[config.mk]
export PLATFORM = sky130hd
export DESIGN_NAME = coil_phase_decoder
export DESIGN_NICKNAME = d
export VERILOG_FILES = /design/src/rtl/coil_phase_decoder.sv
export SDC_FILE = /design/constraint.sdc
export NUM_CORES = 1
export LEC_CHECK = 0
export CAP_MARGIN = 5
export CORE_AREA = 2 2 83 85
export DETAILED_ROUTE_END_ITERATION = 7
export DIE_AREA = 0 0 85 87
export GPL_ROUTABILITY_DRIVEN = 0
export PLACE_DENSITY = 0.75
export SYNTH_ARGS = -nofsm -noshare
export SYNTH_HDL_FRONTEND = slang
export SYNTH_SLANG_ARGS = --single-unit
[constraint.sdc]
create_clock -name clk -period 3.7 [get_ports clk]
set_input_delay 0.37 -clock clk [delete_from_list [all_inputs] [get_ports clk]]
set_output_delay 0.37 -clock clk [all_outputs]
set_load 0.1 [all_outputs]
[src/rtl/coil_phase_decoder.sv]
// coil_phase_decoder: receive-side monitor for the two-phase stepper coil bus.
// Synchronises and debounces the coil pattern, decodes each accepted phase
// change into a step event with direction, and keeps a signed position count,
// an idle/moving indication and illegal/skip error flags.
//
// Ports:
//   clk, rst_n    clock, asynchronous active-low reset
//   coil_in[3:0]  coil pattern (A B A' B'), asynchronous to clk
//   clear         synchronous clear of position and sticky error flags
//   step_pulse    one-cycle pulse per legal step
//   step_dir      direction of the last step (1 = 0011->0110->1100->1001)
//   position      two's-complement step count
//   phase_idx     index of the last accepted legal phase
//   active        last accepted pattern is an energised legal phase
//   moving        a step was accepted within the last IDLE_TIMEOUT cycles
//   err_pulse     one-cycle pulse on an illegal pattern or skipped phase
//   err_illegal   sticky illegal-pattern flag
//   err_skip      sticky skipped-phase flag
module coil_phase_decoder #(
  parameter int unsigned POS_W        = 16,
  parameter int unsigned STABLE_CYC   = 2,
  parameter int unsigned IDLE_TIMEOUT = 1024
) (
  input  logic             clk,
  input  logic             rst_n,
  input  logic [3:0]       coil_in,
  input  logic             clear,
  output logic             step_pulse,
  output logic             step_dir,
  output logic [POS_W-1:0] position,
  output logic [1:0]       phase_idx,
  output logic             active,
  output logic             moving,
  output logic             err_pulse,
  output logic             err_illegal,
  output logic             err_skip
);

  localparam int unsigned CNT_W  = 4;
  localparam int unsigned IDLE_W = $clog2(IDLE_TIMEOUT + 1);
  localparam logic [CNT_W-1:0]  STABLE_MAX = CNT_W'(STABLE_CYC);
  localparam logic [IDLE_W-1:0] IDLE_LOAD  = IDLE_W'(IDLE_TIMEOUT);

  // {legal, idx} for a coil pattern
  function automatic logic [2:0] phase_of(input logic [3:0] p);
    case (p)
      4'b0011: return 3'b100;
      4'b0110: return 3'b101;
      4'b1100: return 3'b110;
      4'b1001: return 3'b111;
      default: return 3'b000;
    endcase
  endfunction

  logic [3:0]        s1_q, s2_q;
  logic [3:0]        cand_q;
  logic [CNT_W-1:0]  cnt_q;
  logic [3:0]        acc_q;
  logic [IDLE_W-1:0] idle_q;

  logic              accept_c;
  logic [2:0]        p_dec_c, q_dec_c;
  logic [1:0]        diff_c;

  logic              step_n, dir_n, act_n, mov_n, err_n, ill_n, skip_n;
  logic              set_ill_c, set_skip_c;
  logic [POS_W-1:0]  pos_n;
  logic [1:0]        idx_n;
  logic [3:0]        acc_n;
  logic [IDLE_W-1:0] idle_n;

  // Two-flop synchroniser
  always_ff @(posedge clk or negedge rst_n) begin
    if (!rst_n) begin
      s1_q <= '0;
      s2_q <= '0;
    end else begin
      s1_q <= coil_in;
      s2_q <= s1_q;
    end
  end

  // Stability filter: candidate pattern and saturating run-length count
  always_ff @(posedge clk or negedge rst_n) begin
    if (!rst_n) begin
      cand_q <= '0;
      cnt_q  <= '0;
    end else if (s2_q != cand_q) begin
      cand_q <= s2_q;
      cnt_q  <= CNT_W'(1);
    end else if (cnt_q < STABLE_MAX) begin
      cnt_q  <= cnt_q + CNT_W'(1);
    end
  end

  // Candidate stable long enough and new relative to the accepted pattern
  assign accept_c = (cnt_q == STABLE_MAX) && (cand_q != acc_q);
  assign p_dec_c  = phase_of(cand_q);
  assign q_dec_c  = phase_of(acc_q);
  assign diff_c   = p_dec_c[1:0] - q_dec_c[1:0];

  // Decode and next-state computation
  always_comb begin
    step_n     = 1'b0;
    err_n      = 1'b0;
    dir_n      = step_dir;
    pos_n      = position;
    idx_n      = phase_idx;
    act_n      = active;
    mov_n      = moving;
    acc_n      = acc_q;
    idle_n     = idle_q;
    set_ill_c  = 1'b0;
    set_skip_c = 1'b0;

    if (accept_c) begin
      acc_n = cand_q;
      if (cand_q == 4'b0000) begin
        act_n = 1'b0;
      end else if (p_dec_c[2]) begin
        act_n = 1'b1;
        idx_n = p_dec_c[1:0];
        // A previous non-phase pattern means there is no reference to step from
        if (q_dec_c[2]) begin
          case (diff_c)
            2'd1: begin
              step_n = 1'b1;
              dir_n  = 1'b1;
              pos_n  = position + POS_W'(1);
            end
            2'd3: begin
              step_n = 1'b1;
              dir_n  = 1'b0;
              pos_n  = position - POS_W'(1);
            end
            default: begin
              err_n      = 1'b1;
              set_skip_c = 1'b1;
            end
          endcase
        end
      end else begin
        err_n     = 1'b1;
        set_ill_c = 1'b1;
        act_n     = 1'b0;
      end
    end

    // Clear wins over a same-cycle step, but a same-cycle error still latches
    if (clear) begin
      pos_n = '0;
    end
    ill_n  = (err_illegal & ~clear) | set_ill_c;
    skip_n = (err_skip & ~clear) | set_skip_c;

    // Idle timer: reloaded by each step, moving drops when it expires
    if (step_n) begin
      idle_n = IDLE_LOAD;
      mov_n  = 1'b1;
    end else if (idle_q != '0) begin
      idle_n = idle_q - IDLE_W'(1);
      if (idle_q == IDLE_W'(1)) begin
        mov_n = 1'b0;
      end
    end
  end

  // Output and decode state registers
  always_ff @(posedge clk or negedge rst_n) begin
    if (!rst_n) begin
      step_pulse  <= 1'b0;
      step_dir    <= 1'b0;
      position    <= '0;
      phase_idx   <= '0;
      active      <= 1'b0;
      moving      <= 1'b0;
      err_pulse   <= 1'b0;
      err_illegal <= 1'b0;
      err_skip    <= 1'b0;
      acc_q       <= '0;
      idle_q      <= '0;
    end else begin
      step_pulse  <= step_n;
      step_dir    <= dir_n;
      position    <= pos_n;
      phase_idx   <= idx_n;
      active      <= act_n;
      moving      <= mov_n;
      err_pulse   <= err_n;
      err_illegal <= ill_n;
      err_skip    <= skip_n;
      acc_q       <= acc_n;
      idle_q      <= idle_n;
    end
  end

endmodule

* Word-level counts from Yosys, hierarchy flattened
Index checks and enable logic that the tools add are counted.
W data, S select, Z words.
** Storage, ports and cells
- Output and inout bits :: 25
- Bits of input ports :: 7
- Bits in registers :: 56
** Operators by class
- Bitwise logic cells :: 6
- Reduce and logical (&&, ||, !) cells :: 16
- Muxes and demuxes :: 34
- Eq/ne operators :: 15
- Order comparisons :: 1
- $add $sub $neg :: 5
** Operators with widths (number)
- $mux W16 :: 5
- $pmux W16 S2 :: 1
- $pmux W3 S4 :: 2
- $mux W11 :: 2
- $mux W1 :: 21
- $add A16 B1 Y16 const B :: 1
- $eq A4 B4 Y1 const B :: 4
- $sub A16 B1 Y16 const B :: 1
- $reduce_bool A2 Y1 :: 7
- $eq A4 B2 Y1 const B :: 3
- $eq A11 B1 Y1 const B :: 1
- $reduce_bool A11 Y1 :: 1
- $sub A11 B1 Y11 const B :: 1
- $reduce_and A5 Y1 :: 2
- $eq A4 B3 Y1 const B :: 2
- $mux W4 :: 2
- $ne A4 B4 Y1 :: 2
- $add A4 B1 Y4 const B :: 1
- $logic_not A4 Y1 :: 1
- $lt A4 B2 Y1 const B :: 1
- $reduce_and A3 Y1 :: 1
- $reduce_bool A3 Y1 :: 1
- $and A1 B1 Y1 :: 2
- $eq A2 B1 Y1 const B :: 1
- 9 further kinds :: 11

* Logic depth before layout (Yosys ltp)
Gate-level depths: netlist (run 1).
- Depth after elaboration :: 12
- Gate-level depth with buffers :: 15
- Depth with buffers taken out :: 14

* Least setup slack after synthesis (run 1)
OpenSTA, ideal clock, no wires.
- Kind :: flip-flop to flip-flop
- Start point :: register cand_q[3]
- End point :: register position[12]
- Setup time :: 0.127 ns
- Arrival :: 3.755 ns
- Required time :: 3.573 ns
- Clock period less this slack :: 3.882 ns
- Setup slack :: -0.182 ns
- Stages on the path, launching flop included :: 16
- Path buffers :: 1
- Cells stage by stage :: dfrtp_1 -> clkbuf_1 -> nand2_1 -> nor3_1 -> a31oi_1 -> ha_1 -> xnor3_1 -> or2_2 -> inv_1 -> ha_1 -> nor2b_1 -> o31a_1 -> o31a_1 -> a2111oi_0 -> o211a_1 -> nor3_1
** Between the ends
- Word-level cells in the longest chain between the ends :: 10
** RTL lines
- from (decl) :: RTL line 56 : logic [3:0] cand_q;
- from (signal assigned) :: RTL line 89 : cand_q <= s2_q;
- $eq A4 B4 Y1, or another cell as far along :: RTL line 46 : case (p)
- $pmux W3 S4 :: RTL line 46
- $sub A2 B2 Y2 :: RTL line 100 : assign diff_c = p_dec_c[1:0] - q_dec_c[1:0];
- $eq A2 B2 Y1 / $eq A2 B1 Y1 (equally long branches) :: RTL line 125 : case (diff_c)
- $pmux W16 S2 :: RTL line 125
- $mux W16 :: RTL line 124 : if (q_dec_c[2]) begin
- $mux W16 :: RTL line 120 : end else if (p_dec_c[2]) begin
- $mux W16 :: RTL line 118 : if (cand_q == 4'b0000) begin
- $mux W16 :: RTL line 116 : if (accept_c) begin
- $mux W16 :: RTL line 150 : if (clear) begin
- to (signal assigned) :: RTL line 185 : position <= pos_n;
- to (decl) :: RTL line 30 : output logic [POS_W-1:0] position,
Several ways; a longest one is shown, not always the timed one. The select of a mux whose other input is x is not followed.
A chain may end at the register's enable or synchronous reset.

* Final worst setup path (run 1)
- Start point :: register cand_q[2]
- End point :: register position[15]
The elaborated chain is that of the path after synthesis.

==> metrics.cfg, run 1 <==
[grt]
overflow=0
grt_pass1_vias=2584
grt.total_usage_pct=19.1
grt_antenna_before_repair=0
grt_max_degree=43
grt_pass1_wl_microns=11500

[clock_tree]
cts_tree=yes
clock_path_buffers=2
clock_latency_ps=320
clkSinkCount=56
cts_buffers=5
clkTransAtPathRegs_ps=100
h-tree-depth=2
cts_root_buf=clkbuf_8

[sta]
setup_viol=0
fin_ws_ps=130
slew_headroom_pct=33.3
final_hold_viol_count=0
fin_skew_ps=3.55
finalCriticalPeriod_ps=3570
tns_ps=0
fmax_mhz=280
fin_crit_sh_pct=96.5
worst_pin_slew_ps=997
maxSlewViolCount=0

[logic_synthesis]
yosysSeqAreaShare_pct=43.0
syn_area_per_cell_sq_um=9.47
synth_top_area_cell=dfrtp_1
yosys_warnings=0
synthFlopType=dfrtp_1
syn_inst=344
synthArstFlopShare_pct=100
yosysTopAreaCellShare_pct=43.0
synth_edf_count=0
synth.area.top_cells=dfrtp_1 (43%), ha_1 (7.3%), a21oi_1 (5.7%), nand2_1 (4.4%), xnor2_1 (4.0%)
ys_ff_latch=56
synth_area_sq_um=3260
synth_cell_types=55
synth_nets=371

[setup_path]
path_common_cell=buf_4
path_cells=buf_4, nor3_4, a31oi_2, ha_2, xnor3_1, or2_4, clkinvlp_4, buf_4, buf_4, ha_4, a21oi_4, o21a_1, o211a_1, a21oi_2, mux2i_1, mux2_1
crit_path_end_kind=register
critPathLaunch=cand_q[2]$_DFFE_PN0N_
critPathTopFamily=buffers and inverters
crit_type=reg2reg
crit_slowest_cell=dfrtp_2
worst-path-buf-inv=4
critPathLaunchType=register
rr_startpoint=cand_q[2]$_DFFE_PN0N_
cpPeakStageDelay_ps=410
critical_path_required_ps=3910
critPathMaxFanout=6
crit_arrival_ps=3780

[route]
drt_iter0_drc=155
drcViolationCount=0
num_vias=2688
vias_per_cell=5.71
routed_wl_microns=7110
antenna_left=0
wire_per_inst_microns=15.1
first_pass_iters=4

[floorplan]
die_area_sq_um=7400
io-pin-count=32
core_sq_um=6570
start_util_pct=49.6
die_y_microns=87
rows=30
die_width_microns=85

[min_path]
hold_path.class=reg2reg
min_from=s1_q[2]$_DFF_PN0_

[run_status]
status=finished clean

[place]
port_buffers=31
hpwl_microns=4720
dpl_worst_slack_ps=-60.2
place_area_sq_um=3660

[final_layout]
final_util_pct=61.3
layout_common_cells=dfrtp_1 (53), nand2_1 (38), nor2_1 (34), a21oi_1 (34), clkdlybuf4s50_1 (30)
final_common_cell=dfrtp_1
diodes=0
drive_gt1_share_pct=17.9
n_fill_cell=536
layout.nets=417
area_growth_syn_to_layout_pct=23.6
final_cell_area_sq_um=4030

[power_and_ir_drop]
p_leak_nw=1.70
totalPowerFinal_w=0.00139
power_density_nw_per_um2=345
ir_drop_uv=267

[run]
max_cap_viol_count=0

## synth_stat cells, drive strengths merged, types with 5 or more instances
library cell and number:
dfrtp 56, mux2 6, xor2 6, o21ai 16
nand2 39, buf 7, xnor2 15, inv 14
nor3 10, ha 19, a21oi 37, nor2 34
or2 5, nand3 6, clkbuf 8
## power breakdown
part           switching (W)  internal (W)
clock network       0.000214      0.000136
registers          0.0000702      0.000681
logic               0.000152      0.000137
total               0.000436      0.000954
## per-layer routing
metal	up-vias	share of wire, %	GRT usage (%)	wire length (microns)
li1	1310	-	-	-
met1	1322	45	24.0	3230
met2	48	50	33.0	3550
met3	8	3.4	3.60	242
met4	0	1.2	6.64	85
met5	-	0	0	0
## what timing repair did
item                                   in CTS  in global routing
hold buffers                                1                  0
endpoints found under the hold margin      14                  0
pin swaps                                   3                  3
gates resized for setup                     2                 29
setup endpoints to repair                   2                  6
setup buffers                               8                  3
## worst paths after layout
check	to	slack [ps]	cells past startpoint
worst min-delay path	s2_q[2]$_DFF_PN0_	360	0
max in group asynchronous	cand_q[2]$_DFFE_PN0N_	2330	3
worst max-delay path	position[15]$_DFFE_PN0P_	130	16
worst max register to register	position[15]$_DFFE_PN0P_	130	16
min in group asynchronous	cnt_q[3]$_DFFE_PN0P_	480	2
worst min register to register	s2_q[2]$_DFF_PN0_	360	0
## cell families (layout without fill, tap and decap cells)
logic type | count (synthesis) | count (layout) | synth area share (%)
adder cells (fa/ha/maj) | 20 | 20 | 7.91
flip-flops | 56 | 56 | 43.0
AND/OR/NAND/NOR | 123 | 123 | 18.5
AO/OA/AOI/OAI | 83 | 83 | 16.2
XOR/XNOR | 22 | 22 | 6.33
buffers and inverters | 30 | 77 | 4.80
multiplexers | 10 | 10 | 3.30
## state kept, by name, indices dropped and copies added (netlist names)
name and flops:
cand_q 4, step_dir 1, idle_q 11, moving 1, phase_idx 2, cnt_q 4
position 16, err_skip 1, s2_q 4, step_pulse 1, active 1, err_pulse 1
s1_q 4, err_illegal 1, acc_q 4
## per-stage QoR
stage,instances,hold WS [ps]
detailed placement,451,315
floorplan,344,74.4
finish,471,357
global placement,451,314
global route,471,367
CTS,468,359
## layout make-up
cell class                 instances  area (sq um)  share of cell area [%]
inverter                          15          65.1                    1.62
multi-input combinational        258          1890                    46.8
sequential                        56          1410                    34.9
tap                               80           100                    2.49
clock inverter                     3          22.5                   0.559
clock buffer                       5          68.8                    1.71
timing repair buffer              54           480                    11.9
Power figures use the tool's default switching activity.
==> inputs of run 2 (changes only) <==
PLACE_DENSITY = 0.74   (was 0.75)
SLEW_MARGIN = 20   (was unset)
==> metrics.cfg, run 2 (same netlist as run 1, synthesis figures left out) <==
[grt]
grt_pass1_wl_microns=11300  ; -1.5%
grt_antenna_before_repair=0  ; unchanged
grt_max_degree=44  ; +2.3%
grt_pass1_vias=2495  ; -3.4%
overflow=0  ; unchanged
grt.total_usage_pct=18.7  ; -0.33 points

[min_path]
whs_path_depth=0  ; unchanged
hold_path.class=reg2reg

[clock_tree]
cts_tree=yes
clkSinkCount=56  ; unchanged
h-tree-depth=2  ; unchanged
clkTransAtPathRegs_ps=120  ; +20 ps
cts_root_buf=clkbuf_8
cts_buffers=5  ; unchanged
clock_latency_ps=320  ; about the same
clock_path_buffers=2  ; unchanged

[power_and_ir_drop]
p_comb_share_pct=20.4  ; -0.4 points
ir_drop_uv=222  ; -17%
p_seq_share_pct=53.7  ; -0.3 points
p_int_w=0.000957  ; +0.31%
power_density_nw_per_um2=361  ; +4.5%
p_leak_nw=1.70  ; +0.18%
switching_share_pct=31.3  ; -0.055 points
p_sw_w=0.000437  ; about the same
clkPwrFrac_pct=25.9  ; +0.7 points

[final_layout]
largest_reg_flops=16  ; unchanged
layout.nets=414  ; -0.72%
regMostFlops=position
largestRegisters=position x16, idle_q x11
final_util_pct=58.8  ; -2.5 points
final_cell_area_sq_um=3860  ; -4.1%
drive_gt1_share_pct=13.7  ; -4.2 points
final_common_cell=dfrtp_1
n_fill_cell=541  ; +0.93%
layout_common_cells=dfrtp_1 (53), nand2_1 (38), a21oi_1 (37), nor2_1 (34), clkdlybuf4s50_1 (30)
area_growth_syn_to_layout_pct=18.5
diodes=0  ; unchanged

[setup_path]
path_common_cell=o31a_1
reg2reg_depth=13  ; -3
crit_type=reg2reg
critPathLaunchType=register
critical_path_required_ps=3950  ; +40 ps
critPathMaxFanout=6  ; unchanged
path_cells=nand4bb_1, o21ai_1, ha_2, xnor3_1, or2_4, clkinvlp_4, ha_4, nor2b_1, o31a_1, o31a_1, a211o_1, a2111o_1, nand3_1
crit_slowest_cell=dfrtp_2
crit_arrival_ps=3950  ; +170 ps
crit_path_end_kind=register
cpPeakStageDelay_ps=460  ; +50 ps

[floorplan]
core_sq_um=6570  ; unchanged
io-pin-count=32  ; unchanged
die_area_sq_um=7400  ; unchanged
start_util_pct=49.6  ; unchanged
rows=30  ; unchanged
die_width_microns=85  ; unchanged
die_y_microns=87  ; unchanged

[sta]
whs_ps=360  ; +2.68 ps
final_hold_viol_count=0  ; unchanged
fmax_mhz=271  ; -3.3%
maxSlewViolCount=0  ; unchanged
slew_headroom_pct=33.8  ; +0.45 points
setup_viol=0  ; unchanged
tns_ps=0  ; unchanged
worst_pin_slew_ps=990  ; -6.79 ps
fin_crit_sh_pct=99.8  ; +3.3 points
finalCriticalPeriod_ps=3690  ; +122 ps
fin_skew_ps=13.2  ; +9.66 ps

[route]
first_pass_iters=4  ; unchanged
vias_per_cell=5.56  ; -2.7%
antenna_left=0  ; unchanged
wire_per_inst_microns=14.5  ; -3.9%
routed_wl_microns=6780  ; -4.6%
drt_iter0_drc=145  ; -6.5%
num_vias=2600  ; -3.3%
drcViolationCount=0  ; unchanged

[place]
port_buffers=31  ; unchanged
place_area_sq_um=3660  ; +0.21%
hpwl_microns=4580  ; -3.0%

[run]
max_cap_viol_count=0  ; unchanged

[run_status]
status=finished clean

==> run 2: worst paths after layout <==
kind | startpoint | end | slack, ps
max | acc_q[3]$_DFFE_PN0P_ | position[14]$_DFFE_PN0P_ | 8
min | s1_q[2]$_DFF_PN0_ | s2_q[2]$_DFF_PN0_ | 360
max reg2reg | acc_q[3]$_DFFE_PN0P_ | position[14]$_DFFE_PN0P_ | 8
min reg2reg | s1_q[2]$_DFF_PN0_ | s2_q[2]$_DFF_PN0_ | 360
max in group asynchronous | rst_n | acc_q[0]$_DFFE_PN0P_ | 2330
min in group asynchronous | rst_n | phase_idx[0]$_DFFE_PN0P_ | 470
==> run 2: power by group through the flow <==
stage / sequential, W / clock, W / combinational, W
2_1_floorplan: 0.000751 / 0 / 0.000207
3_3_place_gp: 0.000756 / 0 / 0.000266
3_5_place_dp: 0.000760 / 0 / 0.000273
4_1_cts: 0.000747 / 0.000368 / 0.000281
5_1_grt: 0.000758 / 0.000395 / 0.000327
6_report: 0.000748 / 0.000361 / 0.000285
==> run 2: cell type report <==
cell class | count | area [sq um] | area share [%]
clock inverter | 3 | 27.5 | 0.713
multi-input combinational | 258 | 1740 | 45.0
inverter | 15 | 65.1 | 1.68
tap | 80 | 100 | 2.59
timing repair buffer | 51 | 458 | 11.9
clock buffer | 5 | 68.8 | 1.78
sequential | 56 | 1410 | 36.4
==> run 2: worst max-delay path, delay by kind of cell, from the launching register on <==
family / cells / cell delay, ps
AO/OA/AOI/OAI: 5 / 1500
AND/OR/NAND/NOR: 4 / 710
XOR/XNOR: 1 / 390
adder cells (fa/ha/maj): 2 / 430
buffers and inverters: 1 / 130
flip-flops: 1 / 460
==> run 2: through the flow <==
step / cells / setup slack (ps) / total power [W]
after detailed placement: 452 / 48.6 / 0.00103
final: 468 / 7.59 / 0.00139
after global placement: 452 / 114 / 0.00102
after CTS: 463 / -2.94 / 0.00140
after floorplan: 344 / 80.1 / 0.000958
after global routing: 468 / -88.6 / 0.00148
==> run 2: per-layer routing <==
layer / routed length, microns / part of all wire (%) / track usage, % / vias to the layer above
li1: - / - / - / 1300
met1: 3140 / 46 / 24.5 / 1235
met2: 3240 / 48 / 31.6 / 55
met3: 266 / 3.9 / 3.60 / 10
met4: 132 / 1.9 / 5.92 / 0
met5: 0 / 0 / 0 / -
==> run 2: repair_timing <==
action / 4_1_cts / 5_1_grt
pin swaps: 0 / 2
gates resized for setup: 0 / 13
endpoints found under the setup margin: 2 / 6
endpoints found under the hold margin: 13 / 0
hold buffers: 1 / 0
gates cloned: 0 / 0
buffers inserted: 2 / 5
==> inputs of run 3 (changes only) <==
CORE_AREA = 2 2 79 81   (was 2 2 83 85)
DIE_AREA = 0 0 81 83   (was 0 0 85 87)
HOLD_SLACK_MARGIN = 0.15   (was unset)
PLACE_DENSITY = 0.78   (was 0.74)
clock period = 3.4 ns   (was 3.7 ns; I/O delays follow)
==> metrics.cfg, run 3 (same netlist as run 1, synthesis figures left out) <==
[run_status]
status=complete, but fails checks
violations=negative setup slack

[route]
drcViolationCount=0  ; unchanged
antenna_left=0  ; unchanged
drt_iter0_drc=143  ; -1.4%
num_vias=2678  ; +3.0%
first_pass_iters=4  ; unchanged
vias_per_cell=5.65  ; +1.7%
wire_per_inst_microns=15.4  ; +6.1%
routed_wl_microns=7290  ; +7.5%

[setup_path]
path_common_cell=o31a_1
critPathTopFamily=compound AO/OA/AOI/OAI gates
reg2reg_depth=13  ; unchanged
crit_slowest_cell=dfrtp_2
critPathLaunchType=register
crit_type=reg2reg
crit_path_end_kind=register
path_cells=xnor2_2, nor3_2, xnor3_1, or2_4, clkinvlp_4, buf_12, ha_4, o21a_1, o31a_1, o31a_1, a211o_1, a2111o_1, nand3_1
crit_arrival_ps=3700  ; -250 ps
critPathMaxFanout=4  ; -2
worstSetupPathDepth=13  ; unchanged
cpPeakStageDelay_ps=470  ; about the same
critical_path_required_ps=3670  ; -280 ps
worst-path-buf-inv=2  ; +1

[place]
place_area_sq_um=3700  ; +0.85%
dp.cells=450  ; -0.44%
dpl_worst_slack_ps=-193  ; -241 ps
port_buffers=31  ; unchanged
hpwl_microns=4690  ; +2.4%

[min_path]
hold_path.class=reg2reg
whs_path_depth=0  ; unchanged

[clock_tree]
clkTransAtPathRegs_ps=120  ; about the same
cts_buffers=5  ; unchanged
clock_latency_ps=320  ; about the same
clkSinkCount=56  ; unchanged
h-tree-depth=2  ; unchanged
cts_root_buf=clkbuf_8
clock_path_buffers=2  ; unchanged
cts_tree=yes

[floorplan]
die_width_microns=81  ; -4.7%
rows=28  ; -6.7%
die_y_microns=83  ; -4.6%
start_util_pct=56.0  ; +6.4 points
io-pin-count=32  ; unchanged
die_area_sq_um=6720  ; -9.1%
core_sq_um=5820  ; -11%

[sta]
slew_headroom_pct=34.4  ; +0.63 points
fin_skew_ps=8.85  ; -4.36 ps
maxSlewViolCount=0  ; unchanged
final_hold_viol_count=0  ; unchanged
tns_ps=-59.1  ; -59.1 ps
finalCriticalPeriod_ps=3440  ; -255 ps
fin_ws_ps=-37.3  ; -44.9 ps
fin_crit_sh_pct=101  ; +1.3 points
worst_pin_slew_ps=981  ; -9.37 ps
rsz0062_at_grt=yes
fmax_mhz=291  ; +7.4%
setup_viol=3  ; +3

[grt]
grt_pass1_wl_microns=11800  ; +4.6%
grt_antenna_before_repair=0  ; unchanged
grt.total_usage_pct=21.9  ; +3.2 points
grt_max_degree=31  ; -30%
overflow=0  ; unchanged
grt_pass1_vias=2632  ; +5.5%

[final_layout]
final_util_pct=70.4  ; +12 points
area_growth_syn_to_layout_pct=25.5
final_common_cell=dfrtp_1
regMostFlops=position
fin_cells=474  ; +1.3%
largest_reg_flops=16  ; unchanged
n_fill_cell=437  ; -19%
largestRegisters=position x16, idle_q x11
final_cell_area_sq_um=4090  ; +5.9%
diodes=0  ; unchanged
drive_gt1_share_pct=20.6  ; +6.9 points
layout_common_cells=dfrtp_1 (49), nand2_1 (37), a21oi_1 (35), nor2_1 (33), clkdlybuf4s50_1 (30)
layout.nets=425  ; +2.7%

[power_and_ir_drop]
p_leak_nw=1.78  ; +4.6%
ir_drop_uv=456  ; +110%
power_density_nw_per_um2=381  ; +5.7%

[run]
max_cap_viol_count=0  ; unchanged

==> run 3: path summary, 6_finish.rpt <==
| path | from | slack, ps | to |
|---|---|---|---|
| setup / recovery | cand_q[0]$_DFFE_PN0N_ | -40 | position[14]$_DFFE_PN0P_ |
| hold / removal | s1_q[2]$_DFF_PN0_ | 360 | s2_q[2]$_DFF_PN0_ |
| setup reg to reg | cand_q[0]$_DFFE_PN0N_ | -40 | position[14]$_DFFE_PN0P_ |
| hold reg to reg | s1_q[2]$_DFF_PN0_ | 360 | s2_q[2]$_DFF_PN0_ |
| max in group asynchronous | rst_n | 2040 | position[9]$_DFFE_PN0P_ |
| min in group asynchronous | rst_n | 550 | cnt_q[3]$_DFFE_PN0P_ |
==> run 3: routing by layer <==
metal  track usage [%]  vias to the layer above  wire length [microns]
met5                 0                        -                      0
met4              6.78                        0                    141
met3              3.91                       15                    212
met2              35.8                       62                   3670
met1              29.3                     1283                   3260
li1                  -                     1318                      -
==> run 3: power by group <==
part / switching, W / total [W] / leakage (nW) / internal, W
combinational: 0.000176 / 0.000342 / 1.01 / 0.000166
clock: 0.000244 / 0.000400 / 0.0515 / 0.000156
sequential: 0.0000759 / 0.000818 / 0.716 / 0.000742
==> run 3: area by class of cell <==
cell class / instances / area (sq um) / share of cell area [%]
Multi-Input combinational cell: 258 / 1860 / 45.4
Timing Repair inverter: 1 / 7.51 / 0.183
Timing Repair Buffer: 61 / 553 / 13.5
Clock buffer: 5 / 68.8 / 1.68
Sequential cell: 56 / 1410 / 34.5
Clock inverter: 3 / 33.8 / 0.826
Tap cell: 75 / 93.8 / 2.29
Inverter: 15 / 65.1 / 1.59
==> run 3: repair_timing <==
action	CTS	global route
endpoints found under the setup margin	5	8
gates cloned	1	0
setup buffers	4	10
hold buffers	1	0
pin swaps	0	6
gates resized for setup	5	27
endpoints found under the hold margin	26	0
==> run 3: metrics by stage <==
| stage | power, W | hold slack (ps) |
|---|---|---|
| 6_report | 0.00156 | 359 |
| 5_1_grt | 0.00165 | 366 |
| 4_1_cts | 0.00154 | 360 |
| 3_5_place_dp | 0.00113 | 335 |
| 3_3_place_gp | 0.00112 | 334 |
| 2_1_floorplan | 0.00104 | 44.4 |
